<file path="src/rtl/me_pixel_serializer_if.sv">
// Handshake bundle between the reference-memory word source, the pixel
// serializer and the downstream byte-shift chain.
interface me_pixel_serializer_if;
    logic         word_valid_i;
    logic         word_ready_o;
    logic [127:0] word_data_i;
    logic         pix_valid_o;
    logic         pix_ready_i;
    logic [7:0]   pix_data_o;
    logic         pix_last_o;
    logic [127:0] win_data_o;
    logic         win_valid_o;

    // The serializer itself.
    modport slave (
        input  word_valid_i,
        input  word_data_i,
        input  pix_ready_i,
        output word_ready_o,
        output pix_valid_o,
        output pix_data_o,
        output pix_last_o,
        output win_data_o,
        output win_valid_o
    );

    // Environment: supplies words and consumes pixels.
    modport master (
        output word_valid_i,
        output word_data_i,
        output pix_ready_i,
        input  word_ready_o,
        input  pix_valid_o,
        input  pix_data_o,
        input  pix_last_o,
        input  win_data_o,
        input  win_valid_o
    );
endinterface

</file>
<file path="src/rtl/me_pixel_serializer.sv">
// Serializes 128-bit reference words into one pixel per cycle (LSB first)
// and keeps a 16-pixel sliding window with row-boundary tracking.
module me_pixel_serializer #(
    parameter int unsigned ROW_WORDS = 4
) (
    input  logic                   clk_i,
    input  logic                   rst_n_i,
    input  logic                   clear_i,
    me_pixel_serializer_if.slave   bus
);

    localparam int unsigned ROW_PIX = ROW_WORDS * 16;
    localparam int unsigned PW      = (ROW_PIX > 1) ? $clog2(ROW_PIX) : 1;
    localparam logic [PW-1:0] PCNT_LAST = PW'(ROW_PIX - 1);

    typedef enum logic {
        ST_EMPTY = 1'b0,
        ST_SHIFT = 1'b1
    } state_e;

    state_e         state_q, state_d;
    logic [127:0]   hold_q,  hold_d;
    logic [3:0]     idx_q,   idx_d;
    logic [PW-1:0]  pcnt_q,  pcnt_d;
    logic [4:0]     fill_q,  fill_d;
    logic [127:0]   win_q,   win_d;
    logic           win_valid_q, win_valid_d;

    logic           full_s;
    logic [7:0]     pix_sel_s;
    logic           xfer_s;
    logic           last_byte_s;
    logic           word_ready_s;
    logic           accept_s;
    logic           pix_last_s;

    // Handshake decode; word_ready stays combinational so a new word can
    // land on the same edge as the last byte leaves.
    always_comb begin
        full_s       = (state_q == ST_SHIFT);
        pix_sel_s    = hold_q[{idx_q, 3'b000} +: 8];
        xfer_s       = full_s & bus.pix_ready_i & ~clear_i;
        last_byte_s  = (idx_q == 4'd15);
        word_ready_s = ~clear_i & (~full_s | (xfer_s & last_byte_s));
        accept_s     = bus.word_valid_i & word_ready_s;
        pix_last_s   = full_s & (pcnt_q == PCNT_LAST);
    end

    // Next-state computation for the serializer, window and row tracking.
    always_comb begin
        state_d     = state_q;
        hold_d      = hold_q;
        idx_d       = idx_q;
        pcnt_d      = pcnt_q;
        fill_d      = fill_q;
        win_d       = win_q;
        if (clear_i) begin
            state_d = ST_EMPTY;
            hold_d  = 128'd0;
            idx_d   = 4'd0;
            pcnt_d  = '0;
            fill_d  = 5'd0;
            win_d   = 128'd0;
        end else begin
            if (xfer_s) begin
                idx_d = idx_q + 4'd1;
                win_d = {win_q[119:0], pix_sel_s};
                // Row end restarts the fill count; window contents are kept.
                if (pix_last_s) begin
                    pcnt_d = '0;
                    fill_d = 5'd0;
                end else begin
                    pcnt_d = pcnt_q + {{(PW-1){1'b0}}, 1'b1};
                    fill_d = (fill_q == 5'd16) ? 5'd16 : fill_q + 5'd1;
                end
                if (last_byte_s) begin
                    state_d = ST_EMPTY;
                end else begin
                    state_d = state_q;
                end
            end else begin
                idx_d = idx_q;
            end
            if (accept_s) begin
                hold_d  = bus.word_data_i;
                idx_d   = 4'd0;
                state_d = ST_SHIFT;
            end else begin
                hold_d  = hold_q;
            end
        end
        win_valid_d = (fill_d == 5'd16);
    end

    // State and output registers.
    always_ff @(posedge clk_i or negedge rst_n_i) begin
        if (!rst_n_i) begin
            state_q     <= ST_EMPTY;
            hold_q      <= 128'd0;
            idx_q       <= 4'd0;
            pcnt_q      <= '0;
            fill_q      <= 5'd0;
            win_q       <= 128'd0;
            win_valid_q <= 1'b0;
        end else begin
            state_q     <= state_d;
            hold_q      <= hold_d;
            idx_q       <= idx_d;
            pcnt_q      <= pcnt_d;
            fill_q      <= fill_d;
            win_q       <= win_d;
            win_valid_q <= win_valid_d;
        end
    end

    assign bus.word_ready_o = word_ready_s;
    assign bus.pix_valid_o  = full_s;
    assign bus.pix_data_o   = full_s ? pix_sel_s : 8'd0;
    assign bus.pix_last_o   = pix_last_s;
    assign bus.win_data_o   = win_q;
    assign bus.win_valid_o  = win_valid_q;

endmodule

</file>
<file path="src/flat_wrapper.sv">
// flat-port wrapper written by rule: the top's interface ports become plain ports
module me_pixel_serializer_flat 
#(
    parameter int unsigned ROW_WORDS = 4
)
  (clk_i, rst_n_i, clear_i, bus_word_valid_i, bus_word_data_i, bus_pix_ready_i, bus_word_ready_o, bus_pix_valid_o, bus_pix_data_o, bus_pix_last_o, bus_win_data_o, bus_win_valid_o);
  me_pixel_serializer_if bus_i ();
  input  logic clk_i;
  input  logic rst_n_i;
  input  logic clear_i;
  input wire logic [$bits(bus_i.word_valid_i)-1:0] bus_word_valid_i;
  input wire logic [$bits(bus_i.word_data_i)-1:0] bus_word_data_i;
  input wire logic [$bits(bus_i.pix_ready_i)-1:0] bus_pix_ready_i;
  output wire logic [$bits(bus_i.word_ready_o)-1:0] bus_word_ready_o;
  output wire logic [$bits(bus_i.pix_valid_o)-1:0] bus_pix_valid_o;
  output wire logic [$bits(bus_i.pix_data_o)-1:0] bus_pix_data_o;
  output wire logic [$bits(bus_i.pix_last_o)-1:0] bus_pix_last_o;
  output wire logic [$bits(bus_i.win_data_o)-1:0] bus_win_data_o;
  output wire logic [$bits(bus_i.win_valid_o)-1:0] bus_win_valid_o;
  assign bus_i.word_valid_i = bus_word_valid_i;
  assign bus_i.word_data_i = bus_word_data_i;
  assign bus_i.pix_ready_i = bus_pix_ready_i;
  assign bus_word_ready_o = bus_i.word_ready_o;
  assign bus_pix_valid_o = bus_i.pix_valid_o;
  assign bus_pix_data_o = bus_i.pix_data_o;
  assign bus_pix_last_o = bus_i.pix_last_o;
  assign bus_win_data_o = bus_i.win_data_o;
  assign bus_win_valid_o = bus_i.win_valid_o;
  me_pixel_serializer #(.ROW_WORDS(ROW_WORDS)) u_core (.clk_i(clk_i), .rst_n_i(rst_n_i), .clear_i(clear_i), .bus(bus_i));
endmodule
</file>
<file path="config.mk">
export PLATFORM = sky130hd
export DESIGN_NAME = me_pixel_serializer_flat
export DESIGN_NICKNAME = d
export VERILOG_FILES = /design/src/rtl/me_pixel_serializer_if.sv /design/src/rtl/me_pixel_serializer.sv /design/src/flat_wrapper.sv
export SDC_FILE = /design/constraint.sdc
export NUM_CORES = 1
export LEC_CHECK = 0
export BUFFER_PORTS_ARGS = -buffer_cell sky130_fd_sc_hd__buf_4
export CORE_ASPECT_RATIO = 1.75
export CORE_UTILIZATION = 49
export CTS_CLUSTER_DIAMETER = 60
export DETAILED_ROUTE_END_ITERATION = 10
export HOLD_SLACK_MARGIN = 0.08
export PLACE_DENSITY = 0.85
export REMOVE_ABC_BUFFERS = 1
export SLEW_MARGIN = 0
export SYNTH_ARGS = -nofsm -noshare
export SYNTH_HDL_FRONTEND = slang
export SYNTH_SLANG_ARGS = --single-unit
</file>
<file path="constraint.sdc">
create_clock -name clk_i -period 1.7 [get_ports clk_i]
set_clock_uncertainty 0.05 [all_clocks]
set_input_delay 0.085 -clock clk_i [delete_from_list [all_inputs] [get_ports clk_i]]
set_output_delay 0.085 -clock clk_i [all_outputs]
set_load 0.1 [all_outputs]
</file>
# Word level (Yosys, flattened, before mapping)
# Cells that the tools add are included.
# classes
addsub,3
eq_ne,4
n_shift,1
n_mux,19
bitwise_logic,9
n_reduce_logical,5
# op_table
cell,n
2-to-1 mux 128 bit,4
indexed part select 128 x 8 -> 8 bit,1
2-to-1 mux 5 bit,4
2-to-1 mux 6 bit,3
2-to-1 mux 4 bit,3
== test 5 bit (second input constant),2
2-to-1 mux 8 bit,1
adder 6 x 1 -> 6 bit (second input constant),1
AND 1 bit,6
== test 6 bit (second input constant),1
nonzero test 3 bit,2
adder 5 x 1 -> 5 bit (second input constant),1
adder 4 x 1 -> 4 bit (second input constant),1
== test 4 bit (second input constant),1
2-to-1 mux 1 bit,4
nonzero test 2 bit,2
inverter 1 bit,2
AND reduction 2 bit,1
bitwise OR 1 bit,1
# word_totals
ff_bits,273
output_inout_bits,140
word_cells,48

# Longest topological paths before layout
# Gate-level depths: netlist (run 1).
# depth
depth_word,8
mapped_depth,10

# Worst setup path after synthesis (run 1)
# OpenSTA, ideal clock, no wires.
# synth_path
path_kind,reg-to-reg
startpoint,reg u_core.state_q (netlist: u_core.bus.pix_valid_o)
endpoint,reg u_core.hold_q[110]
setup_time_ns,0.083
arrival_time_ns,2.675
path_slack_ns,-1.108
stages_incl_launch_ff,9
path_buffers,4
synth_period_minus_slack_ns,2.808
path_cell_list,dfrtp_1 -> a21oi_2 -> and2_1 -> buf_4 -> buf_6 -> buf_12 -> buf_6 -> nand2_1 -> o21ai_0
# synth_between
elab_chain_cells,7
word_cells_on_any_way,8
cone_classes,bitwise (7); reduce/logical (1)
# synth_rtl
item,line,text
start: declaration,me_pixel_serializer.sv:21,"state_e state_q, state_d;"
start signal: assignment,me_pixel_serializer.sv:106,state_q <= state_d;
AND 1 bit (2 in a row),me_pixel_serializer.sv:42,xfer_s = full_s & bus.pix_ready_i & ~clear_i;
AND 1 bit,me_pixel_serializer.sv:44,word_ready_s = ~clear_i & (~full_s | (xfer_s & last_byte_s));
bitwise OR 1 bit (*),me_pixel_serializer.sv:44,
AND 1 bit (*),me_pixel_serializer.sv:44,
named net bus_word_ready_o,flat_wrapper.sv:14,output wire logic [$bits(bus_i.word_ready_o)-1:0] bus_word_ready_o;
AND 1 bit (*),me_pixel_serializer.sv:45,accept_s = bus.word_valid_i & word_ready_s;
nonzero test 2 bit (no source line) (*),n/a,
end signal: assignment,me_pixel_serializer.sv:107,hold_q <= hold_d;
end: declaration,me_pixel_serializer.sv:22,"logic [127:0] hold_q, hold_d;"
# The timed path passes the listed nets; every way through them passes the cells marked *.
# A chain may end at the register's enable or synchronous reset.

# Worst setup path after layout (run 1)
# layout_path
startpoint,reg u_core.idx_q[0]
endpoint,out bus_pix_data_o[3]
# layout_between
elab_chain_cells,2
# layout_rtl
item,line,text
start: declaration,me_pixel_serializer.sv:23,"logic [3:0] idx_q, idx_d;"
start signal: assignment,me_pixel_serializer.sv:108,idx_q <= idx_d;
indexed part select 128 x 8 -> 8 bit,me_pixel_serializer.sv:41,"pix_sel_s = hold_q[{idx_q, 3'b000} +: 8];"
2-to-1 mux 8 bit,me_pixel_serializer.sv:118,assign bus.pix_data_o = full_s ? pix_sel_s : 8'd0;
end: declaration,flat_wrapper.sv:16,output wire logic [$bits(bus_i.pix_data_o)-1:0] bus_pix_data_o;
# No other way between the ends.

==> out/qor.txt, run 1 <==
EDFF count, synth - 0
RSZ-0062 raised after global routing - true
post-route setup slack - -0.9319 ns
final setup violation count - 152
fin util - 0.8149
Inst Count DP - 1,876
worst slew pin tran - 0.5931 ns
ANT nets after route - 0
slew margin rel. - 0.6046
initial antenna violation count - 6
Yosys warning count - 0
Worst-path clk slew - 0.08 ns
clock sinks - 273
Unique masters post-synth - 43
Final Max Slew Viols - 0
pwr dens - 765.4 nW/um^2
DR pass1 iterations - 5
Final Hold Vio Count - 0
top post-synthesis cells by area - dfrtp_1, nand2_1, nand2b_1
leak pwr - 8.998 nW
fin cells - 2,126
top-area cell type share of the netlist area - 0.5501
PnR Total Power - 15.42 mW
Via density - 6.181
final period utilization - 1.548
crit path kind - register to output port
gpl congestion - 0.8259
worst hold margin - 0.2399 ns
top-count cell post-synth - nand2_1
first-pass GRT wire length - 72,330 microns
critical path arrival - 2.50 ns
total gr overflow - 0
crit path capture type - output port
io pins - 273
async set or reset register ratio after synthesis - 1.000
FF+latch count, synth - 273
FILL cells - 1,275
Die Y - 212.6 microns
Post-DP HPWL - 22,490 microns
DIE WIDTH - 122.3 microns
GRT Overall Usage - 0.3700
clock buffer count from CTS - 24
status - finished with violations
Via Count - 13,140
Sw Pwr - 4.283 mW
DRT iter0 DRCs - 1,459
Post-synth top cells - nand2_1, dfrtp_1, nand2b_1
Worst R2R Setup Slack - -0.86 ns
startpoint types - register
Syn Area/Cell - 9.545 sq um
failing checks - negative setup slack
Initial Util - 0.5023
Max IR drop VDD - 928.2 uV
Port Buffers - 272
sequential area share after synthesis - 0.5501
Core Footprint - 24,720 sq um
CTS tree - built
vias in the first global route - 13,170
Die ar. - 26,010 sq um
Post-synth top flop - dfrtp_1
Clk pwr share - 0.361
worst min path class - input port to register
Fmax - 380.0 MHz
Int Pwr - 11.14 mW
max cap viols - 0
post-layout min period - 2.632 ns
sw frac - 0.2777
Max Root-Sink Buffers - 3
Wirelength per Cell - 25.30 microns
Max FO, Critical Path - 4
# rows - 76
layout cell share with drive strength beyond 1 - 0.4095
H-tree Lvls - 1
WL final - 53,790 microns
Synth Instances - 1,301
Post-Synthesis Cell Area - 12,420 sq um
nets@finish - 1,929
Syn-to-layout area delta - 62.25%
root buffer cell - clkbuf_16
residual DRC count - 0
Seq pwr share - 0.450
Clock Latency Late Sink - 0.54 ns
Worst EP required - 1.56 ns
largest net degree at the start of global routing - 127
Combinational Power Share - 0.189
Synth area leader - dfrtp_1
cell families (layout without fill, tap and decap cells):
group / Yosys count / after routing / share of synthesized area
and+or+nand+nor: 573 / 573 / 0.2078
AOI/OAI and AO/OA: 292 / 292 / 0.1216
DFF: 273 / 273 / 0.5501
buffers and inverters: 106 / 612 / 0.04655
muxes: 49 / 49 / 0.06710
adders and majority gates: 4 / 4 / 0.004030
xor gates and xnor gates: 4 / 4 / 0.002822
other: 0 / 7 / 0
path summary, 6_finish.rpt:
kind	endpoint	depth (start not counted)	startpoint
min reg2reg	u_core.bus.win_data_o[122]	2	u_core.bus.win_data_o[122]
max reg2reg	u_core.hold_q[33]	15	u_core.idx_q[0]
min	u_core.hold_q[14]	4	bus_word_data_i[14]
max	bus_pix_data_o[3]	8	u_core.idx_q[0]
max in group asynchronous	u_core.hold_q[1]	4	rst_n_i
min in group asynchronous	u_core.bus.win_data_o[105]	3	rst_n_i
metrics by stage:
step | setup TNS (ns) | setup WS (ns) | area [sq um]
finish | -104.69 | -0.9319 | 20150
global route | -109.09 | -0.9543 | 20150
CTS | -105.93 | -0.8571 | 19360
detailed placement | -49.00 | -0.4693 | 15280
global placement | -41.97 | -0.4468 | 15280
floorplan | -1081.11 | -5.888 | 11850
worst max-delay path, cell delays in order (launching register included):
cell	delay, ns
dfrtp_2	0.41
buf_12	0.13
buf_6	0.12
mux4_2	0.53
mux2i_1	0.18
buf_4	0.18
o22ai_4	0.08
and2_4	0.17
buf_12	0.16
state kept, by name, summed over array words and instances, names as in the netlist:
signal / count
u_core.hold_q: 128
u_core.bus.win_data_o: 128
u_core.pcnt_q: 6
u_core.idx_q: 4
u_core.bus.win_valid_o: 1
u_core.bus.pix_valid_o: 1
u_core.fill_q: 5
layout make-up:
| class | count | area, sq um | area share |
|---|---|---|---|
| well taps | 312 | 390.4 | 0.01938 |
| clock inverters | 5 | 50.05 | 0.002484 |
| clock buffers | 36 | 706.9 | 0.03509 |
| flip-flops and latches | 273 | 6834 | 0.3392 |
| diodes | 7 | 17.52 | 0.0008694 |
| repair buffers | 568 | 6012 | 0.2984 |
| inverters | 3 | 13.76 | 0.0006831 |
| multi-input cells | 922 | 6123 | 0.3039 |
power groups by stage:
stage / Sequential, mW / Combinational, mW / Clock [mW]
6_report: 6.93 / 2.92 / 5.57
5_1_grt: 6.92 / 3.02 / 5.84
4_1_cts: 6.87 / 2.46 / 5.46
3_5_place_dp: 6.98 / 1.62 / 0
3_3_place_gp: 6.96 / 1.59 / 0
2_1_floorplan: 7.07 / 0.631 / 0
layout by cell type (no fill, tap or decap), types with 5 or more instances in the layout:
cell type,n
o21ai_2,68
nand2b_1,129
and2_4,10
mux4_2,24
o22ai_2,12
buf_6,11
nand2_2,65
diode_2,7
nand3_1,5
clkbuf_16,29
clkbuf_1,7
dfrtp_1,271
o21ai_4,18
buf_4,334
nor3_1,5
a21oi_1,127
mux2_2,16
buf_12,46
o21ai_1,48
buf_16,30
nand2_4,20
nor2_1,15
nor3_2,5
dlygate4sd3_1,133
nand2_1,295
o21ai_0,6
buf_8,7
timing repair:
item,CTS,global route
hold endpoints to repair,424,0
resized for setup,257,165
pin swaps,50,31
setup endpoints to repair,153,194
cloned,30,4
buffers inserted,36,12
hold buffers,133,0
routing by layer:
layer	track usage	share of wire
met1	0.4092	0.32
met2	0.6404	0.50
met3	0.05740	0.081
met4	0.2582	0.094
met5	0	0
Power figures use the tool's default switching activity.
==> inputs of run 2 (changes only) <==
GPL_TIMING_DRIVEN = 0   (was default)
==> run 2 against run 1 <==
  * Utilization down 7.6 points
  * The run still ends with negative setup slack left
  * Power down 4.2%
  * Highest routed layer unchanged
  * Hold slack worse by 0.17 ns
  * Combinational power down 21%
  * Register-to-register slack better by 0.16 ns
  * Final cell count down 3.8%
==> out/qor.txt, run 2 (synthesis gave the netlist of run 1 again) <==
DR pass1 iterations - 5 (unchanged)
sw frac - 0.2709 (was 0.2777)
Clk pwr share - 0.378 (was 0.361)
Post-DP HPWL - 19,660 microns (was 22,490 microns)
Max Root-Sink Buffers - 3 (unchanged)
DIE WIDTH - 122.3 microns (unchanged)
leak pwr - 8.051 nW (was 8.998 nW)
failing checks - negative setup slack (unchanged)
Hold Path End - u_core.bus.win_data_o[31] (was u_core.hold_q[14])
Fmax - 373.2 MHz (was 380.0 MHz)
worst r2r path cells - 12 (was 15)
worst hold margin - 0.06793 ns (was 0.2399 ns)
gpl congestion - 0.7747 (was 0.8259)
Initial Util - 0.5023 (unchanged)
Final Max Slew Viols - 0 (unchanged)
pwr dens - 808.3 nW/um^2 (was 765.4 nW/um^2)
startpoint types - register (unchanged)
Int Pwr - 10.77 mW (was 11.14 mW)
CTS tree - built (unchanged)
DRT iter0 DRCs - 1,059 (was 1,459)
top sig layer - met4 (unchanged)
clock sinks - 273 (unchanged)
io pins - 273 (unchanged)
crit path kind - register to output port (unchanged)
residual DRC count - 0 (unchanged)
Max FO, Critical Path - 7 (was 4)
PnR Total Power - 14.77 mW (was 15.42 mW)
Combinational Power Share - 0.156 (was 0.189)
# rows - 76 (unchanged)
Metal-1 WL - 15,320 microns (was 17,300 microns)
critical path arrival - 2.54 ns (was 2.50 ns)
Port Buffers - 272 (unchanged)
ANT nets after route - 0 (unchanged)
final period utilization - 1.576 (was 1.548)
worst slew pin tran - 1.213 ns (was 0.5931 ns)
Seq pwr share - 0.466 (was 0.450)
Die Y - 212.6 microns (unchanged)
critical hold path startpoint - clear_i (was bus_word_data_i[14])
Syn-to-layout area delta - 47.13% (was 62.25%)
first-pass GRT wire length - 63,370 microns (was 72,330 microns)
Max IR drop VDD - 796.7 uV (was 928.2 uV)
H-tree Lvls - 1 (unchanged)
RSZ-0062 raised after global routing - true (unchanged)
Core Footprint - 24,720 sq um (unchanged)
Via density - 5.819 (was 6.181)
largest net degree at the start of global routing - 142 (was 127)
routed wl met2 - 22,990 microns (was 27,080 microns)
initial antenna violation count - 1 (was 6)
met3 WL - 2960 microns (was 4334 microns)
root buffer cell - clkbuf_16 (unchanged)
clock buffer count from CTS - 25 (was 24)
post-route setup slack - -0.9798 ns (was -0.9319 ns)
status - finished with violations (unchanged)
Die ar. - 26,010 sq um (unchanged)
worst min path class - input port to register (unchanged)
most frequent cells in the layout - nand2_1, buf_4, dfrtp_1 (was buf_4, nand2_1, dfrtp_1)
WL final - 44,240 microns (was 53,790 microns)
commonest non-fill, non-tap cell in the layout - nand2_1 (was buf_4)
Worst-path clk slew - 0.07 ns (was 0.08 ns)
FILL cells - 1,589 (was 1,275)
post-layout min period - 2.680 ns (was 2.632 ns)
total gr overflow - 0 (unchanged)
Via Count - 11,910 (was 13,140)
Worst R2R Setup Slack - -0.70 ns (was -0.86 ns)
Sw Pwr - 4.001 mW (was 4.283 mW)
slew margin rel. - 0.1890 (was 0.6046)
Worst EP required - 1.56 ns (about the same)
GRT Overall Usage - 0.3182 (was 0.3700)
crit path capture type - output port (unchanged)
final setup violation count - 153 (was 152)
max cap viols - 0 (unchanged)
vias in the first global route - 12,050 (was 13,170)
Wirelength per Cell - 21.62 microns (was 25.30 microns)
RR Endpoint - u_core.hold_q[15] (was u_core.hold_q[33])
nets@finish - 1,850 (was 1,929)
Clock Latency Late Sink - 0.55 ns (was 0.54 ns)
Worst Hold Depth - 3 (was 4)
RR Startpoint - u_core.idx_q[0] (unchanged)
layout cell share with drive strength beyond 1 - 0.3048 (was 0.4095)
Final Hold Vio Count - 0 (unchanged)
run 2: changes by cell type in the layout (fill, tap and decap cells not counted), moves of 14 or more:
cell / change
o21ai_4: -15
nand2_1: +77
buf_12: -21
nand2_4: -18
o21ai_0: +23
nand2_2: -56
o21ai_1: +37
o21ai_2: -45
buf_16: -14
buf_4: -47
run 2: layout make-up:
type                       instances  area (sq um)  area share
clock inverter                    13         103.9    0.005684
multi-input combinational        934          5545      0.3035
sequential                       273          6849      0.3749
inverter                           3         16.27   0.0008902
timing repair buffer             476          4686      0.2565
clock buffer                      33         675.6     0.03698
antenna                            2         5.005   0.0002739
tap                              312         390.4     0.02137
run 2: power by group through the flow:
stage	logic, mW	clock network [mW]	registers, mW
floorplan	0.631	0	7.07
global placement	1.39	0	6.99
detailed placement	1.44	0	6.99
CTS	2.01	5.62	6.86
global route	2.41	5.89	6.89
finish	2.30	5.59	6.88
run 2: per-layer routing:
metal,vias to the layer above,track usage
li1,5160,-
met1,5839,0.3417
met2,678,0.5614
met3,228,0.05231
met4,0,0.2187
met5,-,0
run 2: per-stage QoR:
step	util	setup slack, ns	setup TNS, ns	instance area [sq um]	std cells
2_1_floorplan	-	-5.888	-1081.11	11850	1198
3_3_place_gp	0.5777	-7.561	-1900.19	14280	1782
3_5_place_dp	0.5884	-1.658	-256.88	14550	1791
4_1_cts	0.7125	-1.025	-108.93	17620	2009
5_1_grt	0.7389	-1.042	-87.34	18270	2045
6_report	0.7390	-0.9798	-76.98	18270	2046
run 2: timing repair:
| action | CTS | global route |
|---|---|---|
| hold buffers | 139 | 2 |
| gates cloned | 16 | 10 |
| setup endpoints to repair | 284 | 282 |
| endpoints found under the hold margin | 432 | 14 |
| buffers inserted | 17 | 24 |
| pin swaps | 10 | 23 |
| resized for setup | 78 | 98 |
run 2: worst max-delay path by stage:
stage	to	startpoint	slack, ns	cells after the start
after floorplan	u_core.hold_q[0]	u_core.idx_q[0]	-5.89	5
after global placement	u_core.hold_q[121]	u_core.idx_q[1]	-7.56	5
after detailed placement	u_core.hold_q[114]	u_core.idx_q[2]	-1.66	7
after CTS	bus_pix_data_o[5]	u_core.idx_q[0]	-1.02	7
after global routing	bus_pix_data_o[3]	u_core.idx_q[0]	-1.04	7
final	bus_pix_data_o[3]	u_core.idx_q[0]	-0.98	7
run 2: critical path, cell delays in order (launching register included):
cell,delay (ns)
dfrtp_4,0.48
buf_12,0.14
buf_12,0.13
mux4_2,0.55
mux2i_4,0.23
o22ai_2,0.12
and2_4,0.17
buf_12,0.16
==> inputs of run 3 (changes only) <==
CORE_UTILIZATION = 55   (was 49)
PLACE_DENSITY = 0.9   (was 0.85)
clock period = 2.6 ns   (was 1.7 ns; I/O delays follow)
==> run 3 against run 2 <==
  * The run still ends with negative setup slack left
  * Final cell count decreased by 3.6%
  * Via count fell by 4.5%
  * Die area down 11%
  * Non-clock buffer count shrank 49
  * First-iteration DRC count rose by 2.0%
  * Critical path type unchanged
==> out/qor.txt, run 3 (synthesis gave the netlist of run 1 again) <==
status - finished with violations (unchanged)
failing checks - negative setup slack (unchanged)
WL final - 40,000 microns (was 44,240 microns)
total gr overflow - 0 (unchanged)
gpl congestion - 0.7671 (was 0.7747)
Area after DPL - 14,530 sq um (was 14,550 sq um)
Final Max Slew Viols - 0 (unchanged)
Core Footprint - 22,160 sq um (was 24,720 sq um)
layout cell share with drive strength beyond 1 - 0.2427 (was 0.3048)
Initial Util - 0.5604 (was 0.5023)
Inst Count DP - 1,775 (was 1,791)
CTS tree - built (unchanged)
Via Count - 11,370 (was 11,910)
Die Y - 200.8 microns (was 212.6 microns)
post-route setup slack - -0.06654 ns (was -0.9798 ns)
Fmax - 375.0 MHz
io pins - 273 (unchanged)
ANT nets after route - 0 (unchanged)
Worst R2R Setup Slack - 0.12 ns (was -0.70 ns)
Worst EP required - 2.42 ns (was 1.56 ns)
Clock Latency Late Sink - 0.52 ns (was 0.55 ns)
Max FO, Critical Path - 6 (was 7)
fin cells - 1,973 (was 2,046)
initial antenna violation count - 4 (was 1)
DIE WIDTH - 115.6 microns (was 122.3 microns)
# rows - 72 (was 76)
slew margin rel. - 0.5326 (was 0.1890)
most frequent cells in the layout - nand2_1, buf_4, dfrtp_1 (unchanged)
RR Endpoint - u_core.hold_q[20] (was u_core.hold_q[15])
Max Root-Sink Buffers - 3 (unchanged)
first-pass GRT wire length - 60,950 microns (was 63,370 microns)
leak pwr - 7.589 nW (was 8.051 nW)
nets@finish - 1,793 (was 1,850)
vias in the first global route - 11,770 (was 12,050)
GRT Overall Usage - 0.3412 (was 0.3182)
DRT iter0 DRCs - 1,080 (was 1,059)
Wirelength per Cell - 20.27 microns (was 21.62 microns)
Port Buffers - 272 (unchanged)
crit path capture type - output port (unchanged)
Finished Cell Area - 17,080 sq um (was 18,270 sq um)
Max IR drop VDD - 537.9 uV (was 796.7 uV)
final period utilization - 1.026
crit path kind - register to output port (unchanged)
Final Hold Vio Count - 0 (unchanged)
startpoint types - register (unchanged)
commonest non-fill, non-tap cell in the layout - nand2_1 (unchanged)
DR pass1 iterations - 6 (was 5)
Syn-to-layout area delta - 37.51% (was 47.13%)
RSZ-0062 raised after global routing - true (unchanged)
worst min path class - input port to async pin (was input port to register)
Post-DP HPWL - 20,520 microns (was 19,660 microns)
critical path arrival - 2.49 ns (was 2.54 ns)
clock sinks - 273 (unchanged)
FILL cells - 1,335 (was 1,589)
Critical Path Start - u_core.idx_q[0] (unchanged)
H-tree Lvls - 1 (unchanged)
root buffer cell - clkbuf_16 (unchanged)
Via density - 5.764 (was 5.819)
clock buffer count from CTS - 25 (unchanged)
post-layout min period - 2.667 ns
worst slew pin tran - 0.7011 ns (was 1.213 ns)
pwr dens - 554.5 nW/um^2 (was 808.3 nW/um^2)
max cap viols - 0 (unchanged)
worst r2r path cells - 8 (was 12)
final setup violation count - 8 (was 153)
Worst-path clk slew - 0.07 ns (about the same)
Die ar. - 23,210 sq um (was 26,010 sq um)
largest net degree at the start of global routing - 158 (was 142)
residual DRC count - 0 (unchanged)
RR Startpoint - u_core.idx_q[1] (was u_core.idx_q[0])
run 3: critical path, cell delays in order, from the launching register on:
cell and delay, ns:
dfrtp_2 0.47, buf_12 0.18, mux4_1 0.57, mux2i_1 0.22
o22ai_1 0.14, and2_4 0.21, buf_6 0.18
run 3: metal layers:
layer  wire [microns]  GRT usage  vias to the layer above
met5                0          0                        -
met4             2536     0.2045                        0
met3             2621    0.06341                      190
met2            21010     0.6018                      564
met1            13830     0.3724                     5595
li1                 -          -                     5023
run 3: final cells by class:
type | instances | area [sq um] | share of cell area
multi-input combinational | 926 | 5162 | 0.3023
inverter | 3 | 11.26 | 0.0006594
timing repair buffer | 427 | 3866 | 0.2264
antenna | 4 | 10.01 | 0.0005862
clock inverter | 6 | 61.31 | 0.003590
tap | 296 | 370.4 | 0.02169
clock buffer | 38 | 754.5 | 0.04418
sequential | 273 | 6840 | 0.4006
run 3: power by group:
part	internal (mW)	switching (mW)	total (mW)
Sequential	4.39	0.108	4.50
Clock	2.10	1.62	3.72
Combinational	0.556	0.696	1.25
run 3: how the worst max path moves through the flow:
stage                        endpoint  slack, ns  cells past startpoint
floorplan            u_core.hold_q[0]      -4.99                      5
global placement    u_core.hold_q[16]      -6.56                      5
detailed placement  u_core.hold_q[79]      -0.65                      7
CTS                 bus_pix_data_o[2]      -0.04                      6
global route        bus_pix_data_o[5]      -0.09                      7
finish              bus_pix_data_o[1]      -0.07                      6
run 3: repair_timing:
item                                   4_1_cts  5_1_grt
endpoints found under the hold margin      430        0
setup endpoints to repair                  112       62
hold buffers                               132        0
cloned                                       5        3
pin swaps                                    2        5
setup buffers                                8        3
resized for setup                           21       33
run 3: stage by stage:
stage / setup TNS (ns) / setup WS (ns) / hold WS, ns / util / power, mW
floorplan: -828.05 / -4.988 / -0.2156 / - / 5.036
global placement: -1381.05 / -6.562 / 0.2839 / 0.6436 / 5.471
detailed placement: -44.10 / -0.6515 / 0.05255 / 0.6555 / 5.511
CTS: -0.2386 / -0.04265 / 0.1017 / 0.7628 / 9.381
global route: -0.6212 / -0.08938 / 0.1271 / 0.7706 / 9.746
finish: -0.2894 / -0.06654 / 0.09725 / 0.7706 / 9.468
